$ cat config.mk
export PLATFORM = sky130hd
export DESIGN_NAME = dither_packer_flat
export DESIGN_NICKNAME = d
export VERILOG_FILES = /design/src/rtl/dither_pkg.sv /design/src/rtl/dither_packer_if.sv /design/src/rtl/packer_fifo2.sv /design/src/rtl/dither_packer.sv /design/src/flat_wrapper.sv
export SDC_FILE = /design/constraint.sdc
export NUM_CORES = 1
export LEC_CHECK = 0
export BUFFER_PORTS_ARGS = -buffer_cell sky130_fd_sc_hd__buf_2
export CAP_MARGIN = 20
export CORE_MARGIN = 3
export CORE_UTILIZATION = 50
export CTS_BUF_LIST = sky130_fd_sc_hd__clkbuf_8
export DETAILED_ROUTE_END_ITERATION = 6
export GPL_ROUTABILITY_DRIVEN = 0
export HOLD_SLACK_MARGIN = 0.08
export PLACE_DENSITY = 0.76
export SYNTH_ARGS = -nofsm -noshare
export SYNTH_HDL_FRONTEND = slang
export SYNTH_SLANG_ARGS = --single-unit
export TNS_END_PERCENT = 1
$ cat constraint.sdc
create_clock -name clk_in -period 2.5 [get_ports clk_in]
set_input_delay 0.125 -clock clk_in [delete_from_list [all_inputs] [get_ports clk_in]]
set_output_delay 0.125 -clock clk_in [all_outputs]
set_load 0.02 [all_outputs]
$ cat src/rtl/dither_pkg.sv
// Shared defaults and the FIFO entry type for the dither packing stage.
package dither_pkg;

  localparam int unsigned WORD_W_DEF   = 8;
  localparam int unsigned H_ACTIVE_DEF = 320;
  localparam int unsigned V_ACTIVE_DEF = 240;
  localparam int unsigned HCNT_W       = 11;
  localparam int unsigned VCNT_W       = 10;
  localparam int unsigned ADDR_W_DEF   = 14;

  // Packed word with its frame-buffer address, at the default geometry.
  typedef struct packed {
    logic [WORD_W_DEF-1:0] data;
    logic [ADDR_W_DEF-1:0] addr;
    logic                  last;
  } pkt_t;

endpackage

$ cat src/rtl/dither_packer_if.sv
// Valid/ready bus carrying packed words towards the frame-store writer.
interface dither_packer_if #(
  parameter int unsigned WORD_W = 8,
  parameter int unsigned ADDR_W = 14
);
  logic [WORD_W-1:0] out_data;
  logic [ADDR_W-1:0] out_addr;
  logic              out_last;
  logic              out_valid;
  logic              out_ready;

  modport master (output out_data, out_addr, out_last, out_valid, input out_ready);
  modport slave  (input out_data, out_addr, out_last, out_valid, output out_ready);
endinterface

$ cat src/rtl/packer_fifo2.sv
// Two-entry valid/ready FIFO with a registered head; reports pushes lost while full.
module packer_fifo2
  import dither_pkg::*;
#(
  parameter type entry_t = pkt_t
) (
  input  logic   clk_in,
  input  logic   rst_in,
  input  logic   push,
  input  entry_t push_data,
  input  logic   pop_ready,
  output entry_t head,
  output logic   head_valid,
  output logic   drop
);

  localparam logic [1:0] ST_IDLE = 2'd0;
  localparam logic [1:0] ST_ONE  = 2'd1;
  localparam logic [1:0] ST_FULL = 2'd2;

  logic [1:0] state_q, state_d;
  entry_t     head_q, head_d;
  entry_t     tail_q, tail_d;
  logic       pop;

  assign head_valid = (state_q != ST_IDLE);
  assign head       = head_q;
  assign pop        = head_valid && pop_ready;

  // Next-state: occupancy follows push/pop; a same-cycle push at count 1 replaces the head.
  always_comb begin
    state_d = state_q;
    head_d  = head_q;
    tail_d  = tail_q;
    drop    = 1'b0;
    case (state_q)
      ST_IDLE: begin
        if (push) begin
          head_d  = push_data;
          state_d = ST_ONE;
        end
      end
      ST_ONE: begin
        if (push && pop) begin
          head_d = push_data;
        end else if (push) begin
          tail_d  = push_data;
          state_d = ST_FULL;
        end else if (pop) begin
          state_d = ST_IDLE;
        end
      end
      ST_FULL: begin
        if (pop) begin
          head_d = tail_q;
          if (push) begin
            tail_d = push_data;
          end else begin
            state_d = ST_ONE;
          end
        end else if (push) begin
          drop = 1'b1;
        end
      end
      default: state_d = ST_IDLE;
    endcase
  end

  // State registers; reset zeroes the head so outputs read 0.
  always_ff @(posedge clk_in) begin
    if (rst_in) begin
      state_q <= ST_IDLE;
      head_q  <= '0;
      tail_q  <= '0;
    end else begin
      state_q <= state_d;
      head_q  <= head_d;
      tail_q  <= tail_d;
    end
  end

endmodule

$ cat src/rtl/dither_packer.sv
// Packs the 1-bit dithered pixel stream into row-aligned words with frame-buffer addresses.
module dither_packer
  import dither_pkg::*;
#(
  parameter int unsigned WORD_W   = WORD_W_DEF,
  parameter int unsigned H_ACTIVE = H_ACTIVE_DEF,
  parameter int unsigned V_ACTIVE = V_ACTIVE_DEF
) (
  input  logic              clk_in,
  input  logic              rst_in,
  input  logic              dithered_pixel,
  input  logic [HCNT_W-1:0] dithered_hcount,
  input  logic [VCNT_W-1:0] dithered_vcount,
  input  logic              dithered_valid,
  dither_packer_if.master   out_bus,
  output logic              overflow
);

  localparam int unsigned WORDS_PER_ROW = (H_ACTIVE + WORD_W - 1) / WORD_W;
  localparam int unsigned ADDR_W        = $clog2(WORDS_PER_ROW * V_ACTIVE);
  localparam int unsigned IDX_W         = $clog2(WORD_W);

  localparam logic [HCNT_W:0]   H_LIMIT  = (HCNT_W + 1)'(H_ACTIVE);
  localparam logic [VCNT_W:0]   V_LIMIT  = (VCNT_W + 1)'(V_ACTIVE);
  localparam logic [HCNT_W-1:0] H_LAST   = HCNT_W'(H_ACTIVE - 1);
  localparam logic [VCNT_W-1:0] V_LAST   = VCNT_W'(V_ACTIVE - 1);
  localparam logic [IDX_W-1:0]  IDX_LAST = {IDX_W{1'b1}};

  typedef struct packed {
    logic [WORD_W-1:0] data;
    logic [ADDR_W-1:0] addr;
    logic              last;
  } word_t;

  logic [WORD_W-1:0] acc_q, acc_d;
  logic              skip_q, skip_d;
  logic              overflow_q;
  logic [IDX_W-1:0]  idx;
  logic              accept;
  logic              word_done;
  logic              push;
  logic              drop;
  word_t             push_word;
  word_t             head;
  logic              head_valid;

  assign idx    = dithered_hcount[IDX_W-1:0];
  assign accept = dithered_valid
                  && ({1'b0, dithered_hcount} < H_LIMIT)
                  && ({1'b0, dithered_vcount} < V_LIMIT);

  // Accumulate the pixel into its bit slot; bit 0 restarts the word with the rest cleared.
  // skip_q suppresses a word whose start was lost to reset, until the next word boundary.
  always_comb begin
    acc_d     = acc_q;
    skip_d    = skip_q;
    word_done = 1'b0;
    if (accept) begin
      if (idx == '0) begin
        acc_d  = '0;
        skip_d = 1'b0;
      end
      acc_d[idx] = dithered_pixel;
      word_done  = (idx == IDX_LAST) || (dithered_hcount == H_LAST);
    end
  end

  assign push = word_done && !(skip_q && (idx != '0));

  assign push_word.data = acc_d;
  assign push_word.addr = ADDR_W'(dithered_vcount) * ADDR_W'(WORDS_PER_ROW)
                          + ADDR_W'(dithered_hcount >> IDX_W);
  assign push_word.last = (dithered_hcount == H_LAST) && (dithered_vcount == V_LAST);

  // Accumulator, resync flag and sticky overflow.
  always_ff @(posedge clk_in) begin
    if (rst_in) begin
      acc_q      <= '0;
      skip_q     <= 1'b1;
      overflow_q <= 1'b0;
    end else begin
      acc_q  <= acc_d;
      skip_q <= skip_d;
      if (drop) begin
        overflow_q <= 1'b1;
      end
    end
  end

  packer_fifo2 #(
    .entry_t (word_t)
  ) u_fifo (
    .clk_in     (clk_in),
    .rst_in     (rst_in),
    .push       (push),
    .push_data  (push_word),
    .pop_ready  (out_bus.out_ready),
    .head       (head),
    .head_valid (head_valid),
    .drop       (drop)
  );

  assign out_bus.out_data  = head.data;
  assign out_bus.out_addr  = head.addr;
  assign out_bus.out_last  = head.last;
  assign out_bus.out_valid = head_valid;
  assign overflow          = overflow_q;

endmodule

$ cat src/flat_wrapper.sv
// flat-port wrapper written by rule: the top's interface ports become plain ports
module dither_packer_flat import dither_pkg::*;
#(
  parameter int unsigned WORD_W   = WORD_W_DEF,
  parameter int unsigned H_ACTIVE = H_ACTIVE_DEF,
  parameter int unsigned V_ACTIVE = V_ACTIVE_DEF
)
  (clk_in, rst_in, dithered_pixel, dithered_hcount, dithered_vcount, dithered_valid, overflow, out_bus_out_data, out_bus_out_addr, out_bus_out_last, out_bus_out_valid, out_bus_out_ready);
  dither_packer_if #(.WORD_W(WORD_W), .ADDR_W(14)) out_bus_i ();
  input  logic clk_in;
  input  logic rst_in;
  input  logic dithered_pixel;
  input  logic [HCNT_W-1:0] dithered_hcount;
  input  logic [VCNT_W-1:0] dithered_vcount;
  input  logic dithered_valid;
  output logic overflow;
  output wire logic [$bits(out_bus_i.out_data)-1:0] out_bus_out_data;
  output wire logic [$bits(out_bus_i.out_addr)-1:0] out_bus_out_addr;
  output wire logic [$bits(out_bus_i.out_last)-1:0] out_bus_out_last;
  output wire logic [$bits(out_bus_i.out_valid)-1:0] out_bus_out_valid;
  input wire logic [$bits(out_bus_i.out_ready)-1:0] out_bus_out_ready;
  assign out_bus_out_data = out_bus_i.out_data;
  assign out_bus_out_addr = out_bus_i.out_addr;
  assign out_bus_out_last = out_bus_i.out_last;
  assign out_bus_out_valid = out_bus_i.out_valid;
  assign out_bus_i.out_ready = out_bus_out_ready;
  dither_packer #(.WORD_W(WORD_W), .H_ACTIVE(H_ACTIVE), .V_ACTIVE(V_ACTIVE)) u_core (.clk_in(clk_in), .rst_in(rst_in), .dithered_pixel(dithered_pixel), .dithered_hcount(dithered_hcount), .dithered_vcount(dithered_vcount), .dithered_valid(dithered_valid), .out_bus(out_bus_i), .overflow(overflow));
endmodule
==> results.md <==
- Worst-margin pin slew: around 540 ps
- Total vias in the final route: just over 3000
- Worst reg2reg path depth: 5
- Total global routing overflow: 0
- Number of setup violations in the final report: 0
- Worst setup skew after layout: 3.09 ps
- Power density of the placed cells: 577 nW/um^2
- CP startpoint kind: primary input
- Buffer and inverter count on the worst path: 5
- Largest cells by area after synthesis: sky130_fd_sc_hd__dfxtp_1, sky130_fd_sc_hd__ha_1, sky130_fd_sc_hd__nor2_1
- Unrepaired setup endpoints after global routing: true
- Area of the placeable core: between 6000 and 7000 um^2
- Arrival time of data at the critical path endpoint: 2670 ps
- # H-tree levels: 3
- Fraction of synthesized cell area taken by the top area cell type: 0.358
- Met2 global-route usage: 0.372
- Peak supply drop: 0.376 mV
- Number of maximum-capacitance constraint violations: 0
- Period Utilization, post-route: 0.984
- Overall power of the completed layout: about 2.3 mW
- Global routing met1 resource utilization: 0.261
- Clk sinks: 58
- Area growth from synthesis to layout: 23.5%
- Predominant post-synthesis flop cell: sky130_fd_sc_hd__dfxtp_1
- Worst Hold Launch: out_bus_out_ready
- Met3 demand-to-capacity share in global routing: 0.0342
- Floorplan row count: 28
- Skew-Pair Late Insertion Delay: between 300 and 400 ps
- Number of placed I/O pins: 51
- Max Root-Sink Buffers: 2
- Warning count from the yosys run: 0
- Register bit total from synthesis: a little under 60
- Worst Path Required: 2710 ps
- Via count of the first global-routing pass: 2865
- Most used cell along the critical path: sky130_fd_sc_hd__ha_4
- Min-Delay Path Class: primary input to register
- Max stage delay on crit path: 510 ps
- Final design utilization: 0.658
- Iter 0 DRT Violations: 175
- Number of buffers added by the clock tree synthesis step: 9
- Most crowded layer after global routing: met2
- Worst reg2reg setup slack: 660 ps
- Wire length of the first global-routing pass: 12800 um
- Final Critical Period: 2460 ps
- Effective utilization at floorplan: 0.533
- Overall fraction of global-route tracks in use: 0.212
- Achievable clock frequency: 407 MHz
- Library cell with the highest instance count after synthesis: sky130_fd_sc_hd__dfxtp_1
- PortBufs: 50
- P_leak: 1.67 nW
- Count of flip-flops with a built-in enable after synthesis: 0
- Clock-pin slew of the registers on the worst-case setup and hold paths: 60 ps
- Share of synthesized area occupied by flip-flops and latches: 0.358
- Most used standard cells in the synthesized netlist: sky130_fd_sc_hd__dfxtp_1, sky130_fd_sc_hd__nor2_1, sky130_fd_sc_hd__nand2_1
- Crit-path cells: buf_8, ha_4, ha_4, inv_2, fa_1, inv_2, ha_4, o21a_1, o31a_1, o21bai_2, buf_4, buf_4, xnor2_1, a211oi_2, a21oi_1, nor2_1
- Post-Synthesis Cells: 396
- TritonCTS clock tree: yes
- Reg2reg start: u_core.skip_q$_SDFFE_PP1P_
- Post-synthesis net count: 444
- Vertical extent of the die: 86.6 um
- Category of the most critical setup path: primary input to register
- Total Nets Final: approximately 500
- Largest fanout of any net on the critical path: 2
- Average detailed-routed wire length per instance: 14.6 um
- Fraction of layout cells with a size suffix above 1: 0.241
- # diodes: 0
- Synth area leader: sky130_fd_sc_hd__dfxtp_1
- Worst path top cell family by delay: adder cells
- Post-synth ARST share: 0
- Antenna-violating nets left: 0
- Reg-to-reg endpoint: u_core.u_fifo.head[6]$_SDFFE_PP0P_
- Vias per Instance: 5.68
- Headroom to the max-slew limit: 0.640
- Run status: finished clean
- Filler cell count in the final layout: 527
- Number of remaining DRC errors: 0
- Final Hold Violating Endpoints: 0
- Number of iterations in the first detailed-routing pass: 4
- Dpl hpwl: about 5400 um
- CP max-delay cell: sky130_fd_sc_hd__fa_1
- Die outline width: 86.6 um
- Worst Hold Path EP: u_core.overflow$_SDFFE_PP0P_
- Area of the die: about 7500 um^2
- Pin count of the biggest net entering global routing: 51
- Initial antenna violation count: 0
- Critical Path Sink Type: register
- Syn Area/Cell: 8.20 um^2
- Hold path depth: 4
- Final WL: 7800 um
- Cell area after synthesis: 3250 um^2
- Max Transition Viols Final: 0
- Count of cell types in the netlist: 50
- Master cell of the clock root buffer: sky130_fd_sc_hd__clkbuf_8
## worst max path at each step
stage / from / to / slack, ps / depth (start not counted)
5_1_grt: dithered_vcount[1] / u_core.u_fifo.head[12]$_SDFFE_PP0P_ / -30 / 14
3_5_place_dp: dithered_vcount[1] / u_core.u_fifo.head[12]$_SDFFE_PP0P_ / -260 / 14
2_1_floorplan: dithered_vcount[1] / u_core.u_fifo.head[12]$_SDFFE_PP0P_ / -1 / 13
4_1_cts: dithered_vcount[1] / u_core.u_fifo.head[12]$_SDFFE_PP0P_ / 100 / 14
6_report: dithered_vcount[1] / u_core.u_fifo.head[10]$_SDFFE_PP0P_ / 40 / 16
3_3_place_gp: dithered_vcount[1] / u_core.u_fifo.head[12]$_SDFFE_PP0P_ / -180 / 14
## power breakdown
part	internal, mW	switching (mW)	total, mW	leakage, nW
combinational	0.191	0.239	0.430	1.09
sequential	0.924	0.000105	0.924	0.467
clock	0.581	0.379	0.960	0.116
## per-stage QoR
step / TNS [ps] / instances / worst slack, ps / instance area, um^2 / hold WS [ps]
after floorplan: -1.25 / 396 / -1.25 / 3250 / 261
after global placement: -848 / 515 / -184 / 3650 / 403
after detailed placement: -1620 / 515 / -260 / 3650 / 413
after CTS: 0 / 534 / 97.3 / 3900 / 129
after global routing: -60.6 / 536 / -28.2 / 4010 / 192
final: 0 / 536 / 40.6 / 4010 / 147
## sequential cells by signal (all words and copies together), names as in the netlist
signal and count:
u_core.acc_q 8, u_core.skip_q 1, u_core.overflow 1, u_core.u_fifo.head 23
u_core.u_fifo.state_q 2, u_core.u_fifo.tail_q 23
## timing repair
action / in CTS / in global routing
hold endpoints to repair: 5 / 0
hold buffers: 3 / 0
gates resized for setup: 0 / 17
setup endpoints to repair: 0 / 4
setup buffers: 0 / 2
## logic make-up after synthesis
| kind of cell | count (synthesis) | synth area share |
|---|---|---|
| compound gates | 118 | 0.254 |
| simple gates | 143 | 0.204 |
| flops | 58 | 0.358 |
| buf+inv | 40 | 0.0536 |
| xor+xnor | 12 | 0.0324 |
| fa+ha+maj | 22 | 0.0894 |
| mux | 3 | 0.00925 |
## per-layer routing
metal,vias to the layer above,routed length [um]
met5,-,0
met2,58,3850
met4,0,112
met1,1436,3550
li1,1537,-
met3,11,287
## area by class of cell
| type | count | area, um^2 | share of cell area |
|---|---|---|---|
| Multi-Input combinational cell | 298 | 2000 | 0.498 |
| Sequential cell | 58 | 1160 | 0.290 |
| Timing Repair Buffer | 75 | 487 | 0.121 |
| Clock buffer | 10 | 138 | 0.0343 |
| Tap cell | 75 | 93.8 | 0.0234 |
| Clock inverter | 6 | 80.1 | 0.0200 |
| Inverter | 14 | 52.6 | 0.0131 |
## worst min-delay path, cell delays in order
cell,delay (ps)
sky130_fd_sc_hd__buf_2,130
sky130_fd_sc_hd__nor3_1,60
sky130_fd_sc_hd__nor2_1,80
sky130_fd_sc_hd__nor2_1,40
## cells in the final DEF (no fill, tap or decap), types with 5 or more instances in the layout
cell type / instances
sky130_fd_sc_hd__dfxtp_1: 58
sky130_fd_sc_hd__nor2_1: 54
sky130_fd_sc_hd__buf_2: 48
sky130_fd_sc_hd__nand2_1: 44
sky130_fd_sc_hd__a21oi_1: 37
sky130_fd_sc_hd__buf_4: 20
sky130_fd_sc_hd__o21ai_0: 15
sky130_fd_sc_hd__ha_1: 15
sky130_fd_sc_hd__a211oi_1: 14
sky130_fd_sc_hd__inv_1: 12
sky130_fd_sc_hd__clkbuf_8: 10
sky130_fd_sc_hd__a311oi_1: 8
sky130_fd_sc_hd__nor3_1: 7
sky130_fd_sc_hd__o31a_1: 7
sky130_fd_sc_hd__a21o_1: 6
sky130_fd_sc_hd__xnor2_1: 6
sky130_fd_sc_hd__xor2_1: 6
sky130_fd_sc_hd__nand3_1: 5
sky130_fd_sc_hd__nor2b_1: 5
sky130_fd_sc_hd__ha_4: 5
(Power assumes the default switching activity.)
